File: config.mk
export PLATFORM = sky130hd
export DESIGN_NAME = contrast_stats_param
export DESIGN_NICKNAME = d
export VERILOG_FILES = /design/src/rtl/contrast_stats_param.sv
export SDC_FILE = /design/constraint.sdc
export NUM_CORES = 1
export LEC_CHECK = 0
export BUFFER_PORTS_ARGS = -buffer_cell sky130_fd_sc_hd__buf_2
export CAP_MARGIN = 30
export CORE_MARGIN = 5
export CORE_UTILIZATION = 40
export CTS_BUF_LIST = sky130_fd_sc_hd__clkbuf_8
export CTS_CLUSTER_DIAMETER = 100
export DETAILED_ROUTE_END_ITERATION = 8
export PLACE_DENSITY_LB_ADDON = 0.2
export SETUP_SLACK_MARGIN = 0.02
export SYNTH_ARGS = -nofsm -noshare
export SYNTH_HDL_FRONTEND = slang
export SYNTH_SLANG_ARGS = --single-unit
File: constraint.sdc
create_clock -name CLK100 -period 7.5 [get_ports CLK100]
set_input_delay 1.5 -clock CLK100 [delete_from_list [all_inputs] [get_ports CLK100]]
set_output_delay 1.5 -clock CLK100 [all_outputs]
set_load 0.005 [all_outputs]
File: src/rtl/contrast_stats_param.sv
// contrast_stats_param: per-frame min/max tracker with optional IIR smoothing
// and a sequential restoring divider producing a fixed-point contrast gain.
// Ports:
//   CLK100, RESET_N            clock, synchronous active-low reset
//   ENABLE                     0 freezes every register and ignores inputs
//   MODE                       0 instant, 1 smoothed, 2 freeze, 3 manual
//   MAN_MIN, MAN_MAX           manual range used in MODE 3
//   FRAME_START, FRAME_END     frame delimiters (1-cycle pulses)
//   PIX_VALID, PIX_DATA        pixel stream
//   MIN, MAX, GAIN             published statistics (GAIN is Q.GAIN_FRAC)
//   STATS_VALID                1-cycle pulse when MIN/MAX/GAIN are refreshed
//   BUSY                       high while a frame result is being computed
//   OVERRUN                    1-cycle pulse when a FRAME_END is dropped
module contrast_stats_param #(
    parameter int unsigned DATA_W    = 14,
    parameter int unsigned OUT_W     = 8,
    parameter int unsigned GAIN_FRAC = 8,
    parameter int unsigned GAIN_W    = 16,
    parameter int unsigned SMOOTH_SH = 2,
    parameter int unsigned MIN_RANGE = 16
) (
    input  logic              CLK100,
    input  logic              RESET_N,
    input  logic              ENABLE,
    input  logic [1:0]        MODE,
    input  logic [DATA_W-1:0] MAN_MIN,
    input  logic [DATA_W-1:0] MAN_MAX,
    input  logic              FRAME_START,
    input  logic              FRAME_END,
    input  logic              PIX_VALID,
    input  logic [DATA_W-1:0] PIX_DATA,
    output logic [DATA_W-1:0] MIN,
    output logic [DATA_W-1:0] MAX,
    output logic [GAIN_W-1:0] GAIN,
    output logic              STATS_VALID,
    output logic              BUSY,
    output logic              OVERRUN
);

    localparam int unsigned NUM_W  = OUT_W + GAIN_FRAC;
    localparam int unsigned CNT_W  = $clog2(NUM_W + 1);
    localparam int unsigned SW     = DATA_W + 1;
    localparam int unsigned WIDE_W = NUM_W + GAIN_W;

    localparam logic [NUM_W-1:0]  NUM_INIT = NUM_W'((2 ** OUT_W) - 1) << GAIN_FRAC;
    localparam logic [GAIN_W-1:0] GAIN_ONE = GAIN_W'(1) << GAIN_FRAC;
    localparam logic [DATA_W-1:0] ALL_ONES = '1;
    localparam logic [DATA_W-1:0] MIN_DIV  = DATA_W'(MIN_RANGE);

    typedef enum logic [1:0] {IDLE, SMOOTH, DIVIDE, DONE} state_t;

    state_t              state;
    logic                in_frame, seen;
    logic [DATA_W-1:0]   acc_min, acc_max;
    logic [DATA_W-1:0]   snap_min, snap_max;
    logic                snap_seen;
    logic                first_frame;
    logic [DATA_W-1:0]   sm_lo, sm_hi;
    logic [DATA_W-1:0]   tgt_lo, tgt_hi;
    logic                hold;
    logic [DATA_W-1:0]   div_q, rem;
    logic [NUM_W-1:0]    num_sh, quot;
    logic [CNT_W-1:0]    cnt;

    logic                pix_upd;
    logic [DATA_W-1:0]   fold_min, fold_max;
    logic                fold_seen;
    logic signed [SW-1:0] d_lo, d_hi;
    logic [DATA_W-1:0]   smooth_lo, smooth_hi;
    logic [DATA_W-1:0]   sel_lo, sel_hi;
    logic [SW-1:0]       range_c;
    logic [DATA_W-1:0]   divisor_c;
    logic [SW-1:0]       trial;
    logic                q_bit;
    logic [DATA_W-1:0]   rem_nx;
    logic [GAIN_W-1:0]   gain_c;

    // Accumulator state with the current pixel folded in (covers FRAME_END pixel)
    always_comb begin
        pix_upd   = in_frame & PIX_VALID;
        fold_min  = acc_min;
        fold_max  = acc_max;
        fold_seen = seen | pix_upd;
        if (pix_upd) begin
            if (PIX_DATA < acc_min) fold_min = PIX_DATA;
            if (PIX_DATA > acc_max) fold_max = PIX_DATA;
        end
    end

    // IIR step: state += (snapshot - state) >>> SMOOTH_SH, signed arithmetic
    always_comb begin
        d_lo      = $signed({1'b0, snap_min}) - $signed({1'b0, sm_lo});
        d_hi      = $signed({1'b0, snap_max}) - $signed({1'b0, sm_hi});
        smooth_lo = DATA_W'($signed({1'b0, sm_lo}) + (d_lo >>> SMOOTH_SH));
        smooth_hi = DATA_W'($signed({1'b0, sm_hi}) + (d_hi >>> SMOOTH_SH));
    end

    // Target range selection and clamped divisor
    always_comb begin
        sel_lo = snap_min;
        sel_hi = snap_max;
        case (MODE)
            2'd1: begin
                if (!first_frame) begin
                    sel_lo = smooth_lo;
                    sel_hi = smooth_hi;
                end
            end
            2'd3: begin
                sel_lo = (MAN_MIN > MAN_MAX) ? MAN_MAX : MAN_MIN;
                sel_hi = (MAN_MIN > MAN_MAX) ? MAN_MIN : MAN_MAX;
            end
            default: ;
        endcase
        range_c   = {1'b0, sel_hi} - {1'b0, sel_lo};
        divisor_c = range_c[DATA_W-1:0];
        if (range_c[SW-1] || (range_c[DATA_W-1:0] < MIN_DIV)) divisor_c = MIN_DIV;
    end

    // One restoring-division step and the saturated quotient
    always_comb begin
        trial  = {rem, num_sh[NUM_W-1]};
        q_bit  = (trial >= {1'b0, div_q});
        rem_nx = q_bit ? DATA_W'(trial - {1'b0, div_q}) : DATA_W'(trial);
        gain_c = GAIN_W'(quot);
        if (WIDE_W'(quot) > WIDE_W'({GAIN_W{1'b1}})) gain_c = '1;
    end

    // Accumulator, frame FSM, divider and output registers
    always_ff @(posedge CLK100) begin
        if (!RESET_N) begin
            state       <= IDLE;
            in_frame    <= 1'b0;
            seen        <= 1'b0;
            acc_min     <= ALL_ONES;
            acc_max     <= '0;
            snap_min    <= '0;
            snap_max    <= '0;
            snap_seen   <= 1'b0;
            first_frame <= 1'b1;
            sm_lo       <= '0;
            sm_hi       <= '0;
            tgt_lo      <= '0;
            tgt_hi      <= '0;
            hold        <= 1'b0;
            div_q       <= MIN_DIV;
            rem         <= '0;
            num_sh      <= '0;
            quot        <= '0;
            cnt         <= '0;
            MIN         <= '0;
            MAX         <= ALL_ONES;
            GAIN        <= GAIN_ONE;
            STATS_VALID <= 1'b0;
            BUSY        <= 1'b0;
            OVERRUN     <= 1'b0;
        end else if (!ENABLE) begin
            STATS_VALID <= 1'b0;
            OVERRUN     <= 1'b0;
        end else begin
            STATS_VALID <= 1'b0;
            OVERRUN     <= 1'b0;

            if (FRAME_START) begin
                in_frame <= 1'b1;
                seen     <= PIX_VALID;
                acc_min  <= PIX_VALID ? PIX_DATA : ALL_ONES;
                acc_max  <= PIX_VALID ? PIX_DATA : '0;
            end else if (FRAME_END) begin
                in_frame <= 1'b0;
            end else if (pix_upd) begin
                seen    <= 1'b1;
                acc_min <= fold_min;
                acc_max <= fold_max;
            end

            case (state)
                IDLE: begin
                    if (FRAME_END && in_frame) begin
                        snap_min  <= fold_min;
                        snap_max  <= fold_max;
                        snap_seen <= fold_seen;
                        BUSY      <= 1'b1;
                        state     <= SMOOTH;
                    end
                end
                SMOOTH: begin
                    if (FRAME_END) OVERRUN <= 1'b1;
                    if ((MODE == 2'd2) || !snap_seen) begin
                        hold  <= 1'b1;
                        state <= DONE;
                    end else begin
                        hold   <= 1'b0;
                        tgt_lo <= sel_lo;
                        tgt_hi <= sel_hi;
                        div_q  <= divisor_c;
                        rem    <= '0;
                        num_sh <= NUM_INIT;
                        quot   <= '0;
                        cnt    <= '0;
                        if (MODE == 2'd1) begin
                            sm_lo       <= sel_lo;
                            sm_hi       <= sel_hi;
                            first_frame <= 1'b0;
                        end
                        state <= DIVIDE;
                    end
                end
                DIVIDE: begin
                    if (FRAME_END) OVERRUN <= 1'b1;
                    rem    <= rem_nx;
                    quot   <= {quot[NUM_W-2:0], q_bit};
                    num_sh <= num_sh << 1;
                    cnt    <= cnt + CNT_W'(1);
                    if (cnt == CNT_W'(NUM_W - 1)) state <= DONE;
                end
                DONE: begin
                    if (FRAME_END) OVERRUN <= 1'b1;
                    if (!hold) begin
                        MIN  <= tgt_lo;
                        MAX  <= tgt_hi;
                        GAIN <= gain_c;
                    end
                    STATS_VALID <= 1'b1;
                    BUSY        <= 1'b0;
                    state       <= IDLE;
                end
                default: state <= IDLE;
            endcase
        end
    end

endmodule

==> metrics.yaml, run 1 <==
min_path:
  holdCritStartpoint: "GAIN[4]$_SDFFE_PN0P_"
  holdPathEnd: "GAIN[4]$_SDFFE_PN0P_"
  hold_depth: 2
  hold_class: "register to register"
sta:
  fin_crit_ns: 6.23
  fin_tns_setup_ns: 0
  fin_crit_sh_pct: 83.1
  drv_slew: 0
  hold_slack_ns: 0.451
  slew_headroom_pct: 37.3
  finalHoldViolations: 0
  fmax_mhz: 160
  worst_slew_pin_slew_ns: 0.936
  finalSetupViolations: 0
  grt_setup_unrepaired: "no"
  finClkSkew_ns: 0.0365
clocking:
  cts_htree_levels: 2
  root_buffer: "clkbuf_8"
  cts_resized: 0
  postCtsSetupBuffers: 0
  path_clk_slew_ns: 0.06
  insertion_delay_ns: 0.57
  ctsHoldBuffers: 0
  cts_buffers: 41
  cts_sinks: 223
  cts_buffer_depth: 3
  cts_tree: "done"
setup_path:
  worstSetupPathDepth: 24
  path_delay_family: "compound AO/OA/AOI/OAI gates"
  cp.required_ns: 7.97
  slowest_stage: "or4b_4"
  arrival_ns: 6.70
  path_cells: "buf_2 -> inv_1 -> ha_1 -> a21o_1 -> a211oi_1 -> o21ai_0 -> a221o_1 -> o21ai_4 -> mux2i_1 -> a21oi_1 -> nor2_1 -> nor2_1 -> ha_1 -> inv_1 -> fa_1 -> a21o_1 -> a21oi_1 -> o21ai_0 -> a211o_1 -> a21o_1 -> a21oi_1 -> or4b_4 -> o31ai_4 -> a2bb2oi_1"
  r2r_start: "sm_hi[2]$_SDFFE_PN0P_"
  cp_max_fo: 13
  slowest_delay_ns: 0.48
  r2r_cells: 24
  ff2ff_setup_slack_ns: 1.64
  startpoint_type: "input port"
  cp.buffers_inverters: 3
  r2r_end: "div_q[4]$_SDFFE_PN1P_"
  endpoint_kind: "register"
  crit_type: "input port to register"
synth:
  synth_edf_count: 0
  synthDistinctLibCells: 72
  ys_seq_elements: 223
  synthArstFlopShare_pct: 0
  synth_top_area_share_pct: 32.2
  syn_inst: 1773
  synth_area_leaders: "dfxtp_1, ha_1, a21oi_1"
  syn-num-nets: 1958
  synth_area_per_cell_um2: 7.82
  synth_warnings: 0
  netlist.top_cell.by_area: "dfxtp_1"
  synthesis.area_mm2: 0.0139
  synth_ff_type: "dfxtp_1"
  synth_seq_area_share_pct: 32.2
floorplanning:
  core_mm2: 0.0344
  die_area_mm2: 0.0385
  start_util_pct: 40.3
  boundaryPins: 97
  die_w_um: 196
  die_h_um: 196
  rows: 68
power_and_ir_drop:
  p_per_area_mw_per_mm2: 193
  ir_worst_vdd_mv: 0.126
  power.leakage_nw: 6.70
grt:
  first_global_vias: 12100
  grt_pass1_wl_um: 67000
  grt_use_total_pct: 21.4
  antenna_found_initial: 2
  grt-ovfl-total: 0
  grt_max_degree: 74
outcome:
  outcome: "complete, no violations"
cells_and_area:
  seqCellArea_mm2: 0.00446
  final_nets: 2037
  fillCellCount: 3515
  drive_gt1_share_pct: 11.3
  utilization_pct: 45.9
  area_delta_synth_final_pct: 13.8
  fin_area_mm2: 0.0158
  multiInputGateArea_mm2: 0.00860
run:
  cap_violations: 0
route:
  wirelength_um: 42400
  antenna_left: 0
  drc_errors: 0
  drt_iter0_markers: 1001
  firstDrtPassIters: 6
  routedWlPerCell_um: 18.1
  via_per_inst: 5.58
  vias: 13100
placement:
  dpl_cell_area_mm2: 0.0148
  gp_congestion: 0.918
  io_buffers: 96
  dp_hpwl_um: 30800
==> tightest hold or removal path, cell delays in order (launching register included) <==
cell and delay (ns):
dfxtp_1 0.30, nand2_1 0.05, a21oi_1 0.05
==> layer usage <==
| metal | global-route usage, % | routed length [um] | up-vias |
|---|---|---|---|
| li1 | - | - | 6493 |
| met1 | 30.7 | 19800 | 6130 |
| met2 | 33.7 | 18900 | 366 |
| met3 | 2.90 | 2680 | 61 |
| met4 | 5.90 | 1020 | 0 |
| met5 | 0 | 0 | - |
==> area by class of cell <==
type | instances | area share, %
multi-input combinational | 1329 | 54.4
sequential | 223 | 28.3
timing repair buffer | 126 | 4.79
clock buffer | 51 | 4.45
tap | 455 | 3.61
inverter | 131 | 3.13
clock inverter | 22 | 1.28
antenna | 2 | 0.0317
==> worst max-delay path by stage <==
stage / from / endpoint
2_1_floorplan: MAN_MAX[3] / div_q[3]$_SDFFE_PN0P_
3_3_place_gp: MAN_MAX[3] / div_q[3]$_SDFFE_PN0P_
3_5_place_dp: MAN_MAX[3] / div_q[4]$_SDFFE_PN1P_
4_1_cts: MAN_MAX[3] / div_q[4]$_SDFFE_PN1P_
5_1_grt: MAN_MAX[3] / div_q[3]$_SDFFE_PN0P_
6_report: MAN_MAX[3] / div_q[4]$_SDFFE_PN1P_
==> state kept, by name, indices dropped and copies added (netlist names), 2 cells and up <==
signal / count
rem: 14
MIN: 14
MAX: 14
cnt: 5
state: 2
snap_max: 14
num_sh: 8
acc_min: 14
snap_min: 14
sm_hi: 14
gain_c: 16
sm_lo: 14
GAIN: 16
div_q: 14
tgt_hi: 14
tgt_lo: 14
acc_max: 14
==> cell usage after synthesis (7+ instances only) <==
cell type,instances
nand2_1,236
a311oi_1,24
o21bai_1,10
o31ai_1,11
ha_1,131
nand2b_1,11
and3_1,13
o211ai_1,8
clkbuf_1,78
dfxtp_1,223
a21oi_1,184
o21a_1,28
xnor2_1,39
nand3_1,62
o22ai_1,36
a211oi_1,23
xor2_1,15
o21ai_0,99
nor4_1,10
buf_1,8
nor3_1,20
inv_1,130
a221oi_1,7
a21o_1,33
nor2_1,154
mux2i_1,45
nor2b_1,10
nand4_1,10
o221ai_1,9
==> cells in the final DEF, fill, tap and decap left out, types with 28 or more instances in the layout <==
cell type	n
nor2_1	152
ha_1	131
o21a_1	28
nand2_1	236
a21oi_1	183
a21o_1	33
buf_2	96
o22ai_1	36
dfxtp_1	223
xnor2_1	39
inv_1	141
mux2i_1	45
clkbuf_8	51
nand3_1	62
o21ai_0	99
==> cell families (layout without fill, tap and decap cells) <==
kind of cell	Yosys count	count (layout)	synth area share (%)
compound gates	537	537	24.8
mux	50	50	3.65
other cells	0	2	0
simple gates	551	551	17.2
buf+inv	221	330	6.02
fa+ha+maj	135	135	12.4
flops	223	223	32.2
xor+xnor	56	56	3.74
==> power by group <==
group          internal, W  total, W  leakage, nW  switching, W
logic             0.000214  0.000542         4.40      0.000327
registers          0.00120   0.00122         1.80     0.0000162
clock network     0.000753   0.00129        0.506      0.000536
total              0.00217   0.00305         6.70      0.000880
==> per-stage QoR <==
stage	setup slack [ns]	cells	total power, W
after floorplan	1.28	1773	0.00163
after global placement	0.867	2260	0.00177
after detailed placement	0.742	2262	0.00177
after CTS	1.30	2335	0.00308
after global routing	0.961	2339	0.00320
final	1.27	2339	0.00305
Power figures use the tool's default switching activity.
==> inputs of run 2 (changes only) <==
==> constraint.sdc (replaced) <==
create_clock -name CLK100 -period 5.7 [get_ports CLK100]
set_input_delay 1.14 -clock CLK100 [delete_from_list [all_inputs] [get_ports CLK100]]
set_output_delay 1.14 -clock CLK100 [all_outputs]
set_load 0.005 [all_outputs]
==> metrics.yaml, run 2 (synthesized netlist as in run 1, its figures left out) <==
route:
  firstDrtPassIters: 6
  drc_errors: 0
  wirelength_um: 44600
  vias: 13600
  routedWlPerCell_um: 18.0
  antenna_left: 0
  drt_iter0_markers: 866
  via_per_inst: 5.49
clocking:
  cts_tree: "done"
  cts_buffers: 40
  cts_sinks: 223
  cts_buffer_depth: 3
  path_clk_slew_ns: 0.06
  insertion_delay_ns: 0.55
  cts_htree_levels: 2
  root_buffer: "clkbuf_8"
setup_path:
  path_delay_family: "compound AO/OA/AOI/OAI gates"
  endpoint_kind: "register"
  r2r_start: "sm_lo[2]$_SDFFE_PN0P_"
  slowest_delay_ns: 0.42
  ff2ff_setup_slack_ns: 0.22
  cp.buffers_inverters: 5
  cp.required_ns: 6.11
  r2r_end: "div_q[3]$_SDFFE_PN0P_"
  crit_type: "register to register"
  startpoint_type: "register"
  r2r_cells: 25
  slowest_stage: "a211oi_1"
  arrival_ns: 5.89
  cp_max_fo: 7
min_path:
  holdPathEnd: "MIN[10]$_SDFFE_PN0P_"
  hold_depth: 2
  hold_class: "register to register"
  holdCritStartpoint: "MIN[10]$_SDFFE_PN0P_"
grt:
  first_global_vias: 13000
  antenna_found_initial: 0
  grt_max_degree: 79
  grt_use_total_pct: 22.3
  grt_pass1_wl_um: 70200
  grt-ovfl-total: 0
floorplanning:
  start_util_pct: 40.3
  rows: 68
  die_h_um: 196
  boundaryPins: 97
  core_mm2: 0.0344
  die_w_um: 196
  die_area_mm2: 0.0385
sta:
  fin_crit_ns: 5.48
  fin_crit_sh_pct: 96.2
  fmax_mhz: 182
  finClkSkew_ns: 0.0187
  drv_slew: 0
  worst_slew_pin_slew_ns: 1.04
  finalHoldViolations: 0
  finalSetupViolations: 0
  slew_headroom_pct: 30.4
power_and_ir_drop:
  p_per_area_mw_per_mm2: 235
  power_w: 0.00399
  power.leakage_nw: 7.42
  ir_worst_vdd_mv: 0.151
cells_and_area:
  multiInputGateArea_mm2: 0.00884
  layout_common_cells: "nand2_1, dfxtp_1, buf_4"
  utilization_pct: 49.5
  drive_gt1_share_pct: 20.0
  fillCellCount: 3443
  seqCellArea_mm2: 0.00447
  final_common_cell: "nand2_1"
  final_nets: 2180
  area_delta_synth_final_pct: 22.6
  antenna_cells: 0
placement:
  dp_hpwl_um: 33600
  gp_congestion: 1.00
  io_buffers: 96
outcome:
  outcome: "complete, no violations"
run:
  cap_violations: 0
run 2: how the worst max path moves through the flow:
stage	start	end	slack, ns	depth (start not counted)
3_5_place_dp	MAN_MIN[3]	div_q[3]$_SDFFE_PN0P_	-0.33	19
5_1_grt	sm_lo[3]$_SDFFE_PN0P_	div_q[3]$_SDFFE_PN0P_	-0.00002	25
4_1_cts	sm_hi[2]$_SDFFE_PN0P_	div_q[3]$_SDFFE_PN0P_	0.06	25
3_3_place_gp	MAN_MAX[3]	div_q[3]$_SDFFE_PN0P_	-0.29	20
2_1_floorplan	MAN_MAX[3]	div_q[3]$_SDFFE_PN0P_	0.02	21
6_report	sm_lo[2]$_SDFFE_PN0P_	div_q[3]$_SDFFE_PN0P_	0.22	25
run 2: repair_timing:
item,4_1_cts,5_1_grt
resized for setup,5,45
buffers inserted,2,9
pin swaps,2,26
setup endpoints to repair,5,13
hold buffers,0,0
run 2: area by class of cell:
cell class	instances	share of cell area [%]
Clock inverter	25	0.765
Timing Repair Buffer	270	10.9
Sequential cell	223	26.3
Tap cell	455	3.35
Clock buffer	47	3.81
Multi-Input combinational cell	1329	52.0
Inverter	131	2.91
run 2: per-stage QoR:
stage	hold WS (ns)	setup TNS, ns	cell area (um2)	instances	setup slack [ns]
6_report	0.451	0	17000	2480	0.216
5_1_grt	0.476	-0.0000164	17000	2480	-0.0000164
4_1_cts	0.454	0	16700	2470	0.0630
3_5_place_dp	0.445	-1.55	15900	2396	-0.327
3_3_place_gp	0.438	-1.37	15800	2392	-0.293
2_1_floorplan	0.425	0	13900	1773	0.0172
run 2: where the power goes:
part / switching [W] / internal (W)
clock: 0.000703 / 0.000763
combinational: 0.000495 / 0.000431
sequential: 0.0000189 / 0.00158
total: 0.00122 / 0.00277
run 2: per-layer routing:
metal	share of wire, %	vias up	GRT usage [%]
li1	-	6765	-
met1	46	6398	30.6
met2	45	372	35.5
met3	6.0	80	3.80
met4	3.5	0	7.81
met5	0	-	0
run 2: worst reg2reg max path: stages, from the launching register on:
cell and delay (ns):
dfxtp_2 0.35, inv_1 0.04, ha_1 0.31, o21a_1 0.18, nor2_1 0.12, a21oi_2 0.09
a211oi_2 0.37, o41ai_2 0.13, buf_4 0.16, buf_4 0.13, a21o_1 0.17, a21oi_1 0.25
xnor2_1 0.16, ha_1 0.33, inv_1 0.13, o22ai_1 0.10, a211oi_1 0.42, nor3b_1 0.24
a41oi_1 0.06, o21ai_0 0.16, buf_4 0.18, ha_1 0.28, xor2_1 0.18, or2_2 0.33
o31ai_4 0.31, o32ai_2 0.14
==> inputs of run 3 (changes only) <==
--- a/config.mk
+++ b/config.mk
@@ -13,7 +13,7 @@
 export CTS_CLUSTER_DIAMETER = 100
 export DETAILED_ROUTE_END_ITERATION = 8
 export PLACE_DENSITY_LB_ADDON = 0.2
-export SETUP_SLACK_MARGIN = 0.02
+export SETUP_SLACK_MARGIN = 0.5
 export SYNTH_ARGS = -nofsm -noshare
 export SYNTH_HDL_FRONTEND = slang
 export SYNTH_SLANG_ARGS = --single-unit
==> metrics.yaml, run 3 (synthesized netlist as in run 1, its figures left out) <==
outcome:
  outcome: "complete, no violations"
grt:
  grt.met1_usage_pct: 31.8
  grt-ovfl-total: 0
  first_global_vias: 13400
  grt_use_met2_pct: 37.1
  busiest_layer: "met2"
  grt_max_degree: 82
  met3_usage_pct: 3.69
  grt_pass1_wl_um: 72300
  antenna_found_initial: 1
  grt_use_total_pct: 23.1
placement:
  io_buffers: 96
  dpl_cell_area_mm2: 0.0157
  dp_hpwl_um: 33300
  gp_congestion: 0.957
route:
  routedWlPerCell_um: 18.5
  vias: 13800
  drt_iter0_markers: 906
  wirelength_um: 46100
  firstDrtPassIters: 5
  antenna_left: 0
  via_per_inst: 5.54
  drc_errors: 0
floorplanning:
  core_mm2: 0.0344
  die_area_mm2: 0.0385
  die_w_um: 196
  die_h_um: 196
  rows: 68
  boundaryPins: 97
  start_util_pct: 40.3
setup_path:
  crit_type: "input port to register"
  slowest_stage: "or4b_4"
  startpoint_type: "input port"
  arrival_ns: 5.78
  path_delay_family: "compound AO/OA/AOI/OAI gates"
  cp.buffers_inverters: 3
  cp_max_fo: 6
  cp.required_ns: 6.12
  crit_top_cell: "o21a_1"
  slowest_delay_ns: 0.49
  path_cells: "buf_2 -> inv_1 -> ha_1 -> a21o_1 -> a21o_1 -> a221o_1 -> o21ai_4 -> buf_4 -> mux2i_2 -> a21oi_2 -> o22ai_2 -> ha_1 -> nor2b_1 -> o21a_1 -> o21a_1 -> o21a_1 -> or3_4 -> a211o_1 -> or4b_4 -> o31ai_4 -> o32ai_2"
  endpoint_kind: "register"
clocking:
  cts_buffers: 41
  cts_sinks: 223
  root_buffer: "clkbuf_8"
  cts_htree_levels: 2
  cts_buffer_depth: 3
  path_clk_slew_ns: 0.06
  insertion_delay_ns: 0.58
  cts_tree: "done"
  ctsHoldBuffers: 0
min_path:
  hold_class: "register to register"
sta:
  finClkSkew_ns: 0.0308
  fin_crit_ns: 5.36
  fmax_mhz: 186
  hold_slack_ns: 0.450
  grt_setup_unrepaired: "yes"
  drv_slew: 0
  worst_slew_pin_slew_ns: 1.00
  fin_crit_sh_pct: 94.1
  finalSetupViolations: 0
  finalHoldViolations: 0
  slew_headroom_pct: 32.6
power_and_ir_drop:
  sw_frac_of_total_pct: 29.9
  ir_worst_vdd_mv: 0.220
  switching_power_w: 0.00127
  power_frac_seq_pct: 37.7
  p_per_area_mw_per_mm2: 242
  internal-power_w: 0.00298
  p_clk_share_pct: 39.7
  power.leakage_nw: 7.55
  power_frac_comb_pct: 22.6
cells_and_area:
  layout_common_cells: "nand2_1, dfxtp_1, buf_4"
  final_common_cell: "nand2_1"
  area_delta_synth_final_pct: 26.6
  final_nets: 2191
  drive_gt1_share_pct: 23.0
  fillCellCount: 3329
  fin_area_mm2: 0.0176
run:
  cap_violations: 0
==> run 3: final cells by class <==
cell class,count,area (um2),area share [%]
clock buffers,54,743,4.23
inverters,131,499,2.84
clock inverters,20,160,0.912
diodes,1,2.50,0.0143
multi-input cells,1329,9100,51.9
repair buffers,280,2000,11.4
well taps,455,569,3.24
flip-flops and latches,223,4470,25.5
==> run 3: worst paths after layout <==
check | start | end | slack (ns) | cells after the start
setup reg to reg | sm_hi[2]$_SDFFE_PN0P_ | div_q[3]$_SDFFE_PN0P_ | 0.39 | 25
hold / removal | cnt[4]$_SDFFE_PN0P_ | cnt[4]$_SDFFE_PN0P_ | 0.45 | 2
hold reg to reg | cnt[4]$_SDFFE_PN0P_ | cnt[4]$_SDFFE_PN0P_ | 0.45 | 2
setup / recovery | MAN_MAX[11] | div_q[3]$_SDFFE_PN0P_ | 0.34 | 21
==> run 3: what timing repair did <==
| action | CTS | global route |
|---|---|---|
| setup endpoints to repair | 14 | 16 |
| buffers inserted | 37 | 10 |
| resized for setup | 60 | 68 |
| pin swaps | 44 | 36 |
==> run 3: tightest hold or removal path: stages, from the launching register on <==
cell and delay, ns:
dfxtp_1 0.31, nand2_1 0.05, a21oi_1 0.05
==> run 3: through the flow <==
stage | worst slack, ns | total power (W) | utilization, % | std cells | TNS [ns]
after floorplan | 0.134 | 0.00215 | - | 1773 | 0
after global placement | -0.130 | 0.00245 | 45.6 | 2367 | -0.522
after detailed placement | -0.204 | 0.00246 | 45.7 | 2370 | -0.921
after CTS | 0.471 | 0.00421 | 49.9 | 2481 | 0
after global routing | 0.146 | 0.00444 | 51.1 | 2493 | 0
final | 0.338 | 0.00425 | 51.1 | 2493 | 0
==> run 3: power groups by stage <==
stage | logic (W) | registers [W] | clock network [W]
finish | 0.000962 | 0.00160 | 0.00168
global route | 0.00104 | 0.00160 | 0.00179
CTS | 0.000889 | 0.00160 | 0.00172
detailed placement | 0.000825 | 0.00163 | 0
global placement | 0.000820 | 0.00163 | 0
floorplan | 0.000522 | 0.00163 | 0
==> run 3: metal layers <==
layer	vias to the layer above	wire length (um)	part of all wire, %
met4	0	1670	3.6
met1	6543	20900	45
met2	398	20800	45
met3	92	2780	6.0
li1	6782	-	-
met5	-	0	0
